File: src/rtl/zmips_mem_arbiter_if.sv
// zmips_mem_arbiter_if: IF/MEM request-ack ports plus the shared memory bus.
// slave = arbiter side, master = pipeline stages and memory.
interface zmips_mem_arbiter_if;
    logic        if_req;
    logic [31:0] if_addr;
    logic [31:0] if_rdata;
    logic        if_ack;

    logic        d_req;
    logic        d_we;
    logic [31:0] d_addr;
    logic [31:0] d_wdata;
    logic [31:0] d_rdata;
    logic        d_ack;

    logic        bus_err;
    logic        stall;
    logic        busy;

    logic [31:0] m_addr;
    logic [31:0] m_wdata;
    logic        m_rd;
    logic        m_wr;
    logic [31:0] m_rdata;
    logic        m_ready;

    modport slave (
        input  if_req, if_addr,
        input  d_req, d_we, d_addr, d_wdata,
        input  m_rdata, m_ready,
        output if_rdata, if_ack,
        output d_rdata, d_ack,
        output bus_err, stall, busy,
        output m_addr, m_wdata, m_rd, m_wr
    );

    modport master (
        output if_req, if_addr,
        output d_req, d_we, d_addr, d_wdata,
        output m_rdata, m_ready,
        input  if_rdata, if_ack,
        input  d_rdata, d_ack,
        input  bus_err, stall, busy,
        input  m_addr, m_wdata, m_rd, m_wr
    );
endinterface

File: src/rtl/zmips_mem_arbiter.sv
// zmips_mem_arbiter: one memory access at a time for IF and MEM, with timeout.
// Define ZMIPS_MEMARB_RR_EN for round-robin ties; default is data-side first.
module zmips_mem_arbiter #(
    parameter int unsigned TIMEOUT = 16
) (
    input logic                clk,
    input logic                rst,
    zmips_mem_arbiter_if.slave bus
);
    typedef enum logic [1:0] {IDLE, ACC, RESP} state_t;

    state_t      state;
    logic        owner;
    logic        we;
    logic [7:0]  cnt;
    logic        grant_d;
    logic        timeout_hit;
    logic [31:0] acc_data;

    assign timeout_hit = (cnt == 8'(TIMEOUT - 1));
    // a timed-out load returns zero
    assign acc_data = bus.m_ready ? bus.m_rdata : 32'd0;

`ifdef ZMIPS_MEMARB_RR_EN
    logic last_grant;

    always_comb begin
        grant_d = bus.d_req;
        if (bus.if_req && bus.d_req)
            grant_d = ~last_grant;
    end
`else
    assign grant_d = bus.d_req;
`endif

    assign bus.busy  = (state != IDLE);
    assign bus.stall = (bus.if_req & ~bus.if_ack) | (bus.d_req & ~bus.d_ack);

    // falling edge: same edge as the pipeline registers
    always_ff @(negedge clk) begin
        if (rst) begin
            state        <= IDLE;
            owner        <= 1'b0;
            we           <= 1'b0;
            cnt          <= 8'd0;
            bus.m_addr   <= 32'd0;
            bus.m_wdata  <= 32'd0;
            bus.m_rd     <= 1'b0;
            bus.m_wr     <= 1'b0;
            bus.if_ack   <= 1'b0;
            bus.d_ack    <= 1'b0;
            bus.if_rdata <= 32'd0;
            bus.d_rdata  <= 32'd0;
            bus.bus_err  <= 1'b0;
`ifdef ZMIPS_MEMARB_RR_EN
            last_grant   <= 1'b1;
`endif
        end else begin
            bus.if_ack  <= 1'b0;
            bus.d_ack   <= 1'b0;
            bus.bus_err <= 1'b0;
            unique case (state)
                IDLE: begin
                    if (bus.if_req || bus.d_req) begin
                        owner <= grant_d;
                        cnt   <= 8'd0;
                        state <= ACC;
                        if (grant_d) begin
                            bus.m_addr  <= bus.d_addr;
                            bus.m_wdata <= bus.d_wdata;
                            we          <= bus.d_we;
                            bus.m_rd    <= ~bus.d_we;
                            bus.m_wr    <= bus.d_we;
                        end else begin
                            bus.m_addr  <= bus.if_addr;
                            bus.m_wdata <= 32'd0;
                            we          <= 1'b0;
                            bus.m_rd    <= 1'b1;
                            bus.m_wr    <= 1'b0;
                        end
`ifdef ZMIPS_MEMARB_RR_EN
                        last_grant <= grant_d;
`endif
                    end
                end
                ACC: begin
                    cnt <= cnt + 8'd1;
                    // m_ready beats a coincident timeout
                    if (bus.m_ready || timeout_hit) begin
                        state       <= RESP;
                        bus.m_rd    <= 1'b0;
                        bus.m_wr    <= 1'b0;
                        bus.if_ack  <= ~owner;
                        bus.d_ack   <= owner;
                        bus.bus_err <= ~bus.m_ready;
                        if (!we) begin
                            if (owner)
                                bus.d_rdata <= acc_data;
                            else
                                bus.if_rdata <= acc_data;
                        end
                    end
                end
                RESP: begin
                    state <= IDLE;
                end
                default: begin
                    state <= IDLE;
                end
            endcase
        end
    end
endmodule

File: src/flat_wrapper.sv
// flat-port wrapper written by rule: the top's interface ports become plain ports
module zmips_mem_arbiter_flat 
#(
    parameter int unsigned TIMEOUT = 16
)
  (clk, rst, bus_if_req, bus_if_addr, bus_d_req, bus_d_we, bus_d_addr, bus_d_wdata, bus_m_rdata, bus_m_ready, bus_if_rdata, bus_if_ack, bus_d_rdata, bus_d_ack, bus_bus_err, bus_stall, bus_busy, bus_m_addr, bus_m_wdata, bus_m_rd, bus_m_wr);
  zmips_mem_arbiter_if bus_i ();
  input logic clk;
  input logic rst;
  input wire logic [$bits(bus_i.if_req)-1:0] bus_if_req;
  input wire logic [$bits(bus_i.if_addr)-1:0] bus_if_addr;
  input wire logic [$bits(bus_i.d_req)-1:0] bus_d_req;
  input wire logic [$bits(bus_i.d_we)-1:0] bus_d_we;
  input wire logic [$bits(bus_i.d_addr)-1:0] bus_d_addr;
  input wire logic [$bits(bus_i.d_wdata)-1:0] bus_d_wdata;
  input wire logic [$bits(bus_i.m_rdata)-1:0] bus_m_rdata;
  input wire logic [$bits(bus_i.m_ready)-1:0] bus_m_ready;
  output wire logic [$bits(bus_i.if_rdata)-1:0] bus_if_rdata;
  output wire logic [$bits(bus_i.if_ack)-1:0] bus_if_ack;
  output wire logic [$bits(bus_i.d_rdata)-1:0] bus_d_rdata;
  output wire logic [$bits(bus_i.d_ack)-1:0] bus_d_ack;
  output wire logic [$bits(bus_i.bus_err)-1:0] bus_bus_err;
  output wire logic [$bits(bus_i.stall)-1:0] bus_stall;
  output wire logic [$bits(bus_i.busy)-1:0] bus_busy;
  output wire logic [$bits(bus_i.m_addr)-1:0] bus_m_addr;
  output wire logic [$bits(bus_i.m_wdata)-1:0] bus_m_wdata;
  output wire logic [$bits(bus_i.m_rd)-1:0] bus_m_rd;
  output wire logic [$bits(bus_i.m_wr)-1:0] bus_m_wr;
  assign bus_i.if_req = bus_if_req;
  assign bus_i.if_addr = bus_if_addr;
  assign bus_i.d_req = bus_d_req;
  assign bus_i.d_we = bus_d_we;
  assign bus_i.d_addr = bus_d_addr;
  assign bus_i.d_wdata = bus_d_wdata;
  assign bus_i.m_rdata = bus_m_rdata;
  assign bus_i.m_ready = bus_m_ready;
  assign bus_if_rdata = bus_i.if_rdata;
  assign bus_if_ack = bus_i.if_ack;
  assign bus_d_rdata = bus_i.d_rdata;
  assign bus_d_ack = bus_i.d_ack;
  assign bus_bus_err = bus_i.bus_err;
  assign bus_stall = bus_i.stall;
  assign bus_busy = bus_i.busy;
  assign bus_m_addr = bus_i.m_addr;
  assign bus_m_wdata = bus_i.m_wdata;
  assign bus_m_rd = bus_i.m_rd;
  assign bus_m_wr = bus_i.m_wr;
  zmips_mem_arbiter #(.TIMEOUT(TIMEOUT)) u_core (.clk(clk), .rst(rst), .bus(bus_i));
endmodule
File: config.mk
export PLATFORM = sky130hd
export DESIGN_NAME = zmips_mem_arbiter_flat
export DESIGN_NICKNAME = d
export VERILOG_FILES = /design/src/rtl/zmips_mem_arbiter_if.sv /design/src/rtl/zmips_mem_arbiter.sv /design/src/flat_wrapper.sv
export SDC_FILE = /design/constraint.sdc
export NUM_CORES = 1
export LEC_CHECK = 0
export CAP_MARGIN = 40
export CELL_PAD_IN_SITES_DETAIL_PLACEMENT = 1
export CELL_PAD_IN_SITES_GLOBAL_PLACEMENT = 1
export CORE_ASPECT_RATIO = 0.9
export CORE_MARGIN = 4
export CORE_UTILIZATION = 33
export CTS_BUF_LIST = sky130_fd_sc_hd__clkbuf_16
export CTS_CLUSTER_DIAMETER = 150
export DETAILED_ROUTE_END_ITERATION = 16
export PLACE_DENSITY_LB_ADDON = 0.1
export SYNTH_ARGS = -nofsm -noshare
export SYNTH_HDL_FRONTEND = slang
export SYNTH_SLANG_ARGS = --single-unit
File: constraint.sdc
create_clock -name clk -period 6.15 [get_ports clk]
set_clock_uncertainty 0.2 [all_clocks]
set_input_delay 1.5375 -clock clk [delete_from_list [all_inputs] [get_ports clk]]
set_output_delay 1.5375 -clock clk [all_outputs]
set_load 0.02 [all_outputs]
==> summary.md <==
| Metric | Value |
|---|---|
| Wirelength, routed | `roughly 20,000 um` |
| Hold-fix buffers, CTS | `0` |
| Synth cell types | `36` |
| Crit path kind | `in2reg` |
| Die width | `149 um` |
| Mapped cell area | `5890 um^2` |
| Power Total | `~2.9 mW` |
| Post-CTS Setup Inserts | `0` |
| Hold Path Class | `reg2reg` |
| Synth top cells by count | `dfxtp_1 (145), mux2i_1 (96), nor2_1 (74), nand2b_1 (65), clkbuf_1 (41)` |
| Final setup fails | `0` |
| DR iter-0 viols | `roughly 160` |
| Routed via count | `about 5,800` |
| Buffers on Ports | `approximately 270` |
| Final slew viol count | `0` |
| Count leader, synth | `dfxtp_1` |
| Vias in the first global route | `6,755` |
| Synthesis-to-finish area growth | `67.5%` |
| Final net count | `1,116` |
| CTS sink cnt | `between 100 and 150` |
| Yosys reg bits | `145` |
| Die Area | `20,100 um^2` |
| Power per Cell Area | `295 nW/um^2` |
| Number of diodes | `0` |
| Area leader, netlist | `dfxtp_1` |
| Top FF cell, synth | `dfxtp_1` |
| Clk buf depth | `2` |
| Antenna viol nets, final | `0` |
| Grt ovf | `0` |
| Post-synth EDFFs | `0` |
| WL/cell | `16.5 um` |
| Worst Tran Pin Value | `roughly 0.60 ns` |
| Share of the yosys chip area belonging to registers | `49.3%` |
| Crit path max fanout | `32` |
| Clock latency on the worst-skew pair | `between 0.4 and 0.5 ns` |
| First-pass GRT wire length | `32,400 um` |
| Mapped Nets | `718` |
| Area of the multi-input gates | `2720 um^2` |
| Syn avg cell area | `10.1 um^2` |
| DRT Pass-1 Iters | `6` |
| Drt via density | `4.69` |
| IO Pins | `between 200 and 300` |
| CP required | `between 3 and 4 ns` |
| Placed cell areas | `8850 um^2` |
| CTS tree | `yes` |
| Dominant cells by area after synthesis | `dfxtp_1 (49%), mux2i_1 (16%), nand2b_1 (6.9%), nor2_1 (4.7%), a211oi_1 (4.1%)` |
| Unrepaired setup endpoints after global routing | `false` |
| H-tree lvl count | `4` |
| Final design utilization | `between 50 and 60%` |
| Post-route cell area | `9870 um^2` |
| CTS Root Cell | `clkbuf_16` |
| Routability Congestion | `approximately 0.78` |
| WHS | `0.271 ns` |
| Status | `completed` |
| Initial Util | `33.5%` |
| Filler cells | `2,022` |
| Cts bufs inserted | `17` |
| Row count | `between 40 and 50` |
| Placeable Area | `about 18,000 um^2` |
| Final Hold Viols | `0` |
| Crit path capture type | `flop` |
| Worst Setup Start Kind | `input port` |
| Largest net degree at the start of global routing | `59` |
| Leakage power | `5.22 nW` |
| Yosys Warn Count | `0` |
| DRC violation count after routing | `0` |
| Max-cap violations | `0` |
| GR Util All Layers | `20.2%` |
| Slew margin rel. | `60.3%` |
| Maximum VDD drop | `195 uV` |
| Area occupied by registers | `~2900 um^2` |
| Layout cells sized above 1 | `6.24%` |
| Async S/R FF share, synth | `0%` |
| Clock Pin Slew Worst Setup and Hold Paths | `0.03 ns` |
| Detailed Place HPWL | `13,800 um` |
| Data arrival time of the critical path | `3.17 ns` |
| Initial antenna violation count | `0` |
| Die Ht | `135 um` |
| Yosys top cell area share | `49.3%` |
| Cells after synthesis | `583` |
==> placed cells by master, fill, tap and decap left out, types with 2 or more instances in the layout <==
| cell | synthesis | final |
|---|---|---|
| inv_8 | 0 | 2 |
| mux2i_1 | 96 | 95 |
| a22oi_1 | 32 | 32 |
| bufinv_16 | 0 | 3 |
| nor4_1 | 2 | 2 |
| or3_1 | 3 | 3 |
| inv_1 | 3 | 148 |
| nand3b_1 | 32 | 32 |
| nand2b_1 | 65 | 65 |
| o211ai_1 | 5 | 5 |
| and2_1 | 2 | 2 |
| buf_2 | 1 | 2 |
| clkbuf_16 | 0 | 17 |
| buf_4 | 0 | 10 |
| nor2_1 | 74 | 72 |
| nand3_1 | 2 | 2 |
| dlygate4sd2_1 | 0 | 133 |
| clkdlybuf4s50_1 | 0 | 131 |
| clkinvlp_2 | 0 | 2 |
| a21oi_1 | 11 | 11 |
| inv_6 | 0 | 3 |
| inv_4 | 0 | 3 |
| a211oi_1 | 32 | 32 |
| nand4_1 | 2 | 2 |
| dfxtp_1 | 145 | 145 |
| buf_12 | 3 | 9 |
| nand2_1 | 8 | 8 |
==> cells by family (layout without fill, tap and decap cells) <==
kind of cell | Yosys count | in the layout | share of synthesized area, %
fa+ha+maj | 1 | 1 | 0.212
mux | 96 | 96 | 16.3
simple gates | 199 | 199 | 18.6
flops | 145 | 145 | 49.3
compound gates | 85 | 85 | 10.4
xor+xnor | 2 | 2 | 0.297
buf+inv | 55 | 466 | 4.87
==> sequential cells by signal (all words and copies together) (netlist names) <==
name / count
u_core.owner: 1
u_core.bus.if_rdata: 32
u_core.bus.bus_err: 1
u_core.bus.m_wr: 1
u_core.we: 1
u_core.bus.m_addr: 32
u_core.bus.if_ack: 1
u_core.state: 2
u_core.bus.m_wdata: 32
u_core.bus.d_ack: 1
u_core.bus.d_rdata: 32
u_core.bus.m_rd: 1
u_core.cnt: 8
==> worst paths after layout <==
check | depth (start not counted) | slack (ns) | from | end
max | 5 | 0.02 | bus_m_ready | u_core.bus.if_rdata[26]$_SDFFE_NP0P_
min | 2 | 0.27 | u_core.bus.if_rdata[27]$_SDFFE_NP0P_ | u_core.bus.if_rdata[27]$_SDFFE_NP0P_
max reg2reg | 6 | 3.78 | u_core.cnt[0]$_SDFFE_NP0P_ | u_core.bus.if_rdata[26]$_SDFFE_NP0P_
min reg2reg | 2 | 0.27 | u_core.bus.if_rdata[27]$_SDFFE_NP0P_ | u_core.bus.if_rdata[27]$_SDFFE_NP0P_
==> per-stage QoR <==
step	worst slack, ns	instances	setup TNS, ns
6_report	0.0175	1234	0
2_1_floorplan	0.00430	583	0
3_5_place_dp	-0.452	1057	-29.66
4_1_cts	0.0276	1234	0
3_3_place_gp	-0.407	1057	-25.53
5_1_grt	0.00272	1234	0
==> report_power, final <==
group	internal (mW)	switching (mW)
combinational	0.204	0.214
sequential	0.996	0.0259
clock	0.772	0.696
==> cell type report <==
| type | instances | share of cell area, % |
|---|---|---|
| clock inverters | 160 | 7.34 |
| clock buffers | 17 | 4.31 |
| multi-input cells | 383 | 27.6 |
| inverters | 2 | 0.0761 |
| repair buffers | 287 | 28.2 |
| well taps | 240 | 3.04 |
| flip-flops and latches | 145 | 29.4 |
==> what timing repair did <==
| action | CTS | global route |
|---|---|---|
| resized for setup | 140 | 2 |
| setup endpoints to repair | 136 | 2 |
| pin swaps | 0 | 0 |
| gates cloned | 1 | 0 |
==> routing by layer <==
layer / routed length [um] / GRT usage, % / vias up
li1: - / - / 2849
met1: 8070 / 20.5 / 2722
met2: 10200 / 34.0 / 202
met3: 1820 / 11.3 / 19
met4: 277 / 9.56 / 0
met5: 0 / 0 / -
==> critical path, cell delays in order <==
cell	delay (ns)
clkdlybuf4s50_1	0.50
a21oi_2	0.06
or4_2	0.67
buf_12	0.22
mux2i_1	0.15
Power figures use the tool's default switching activity.
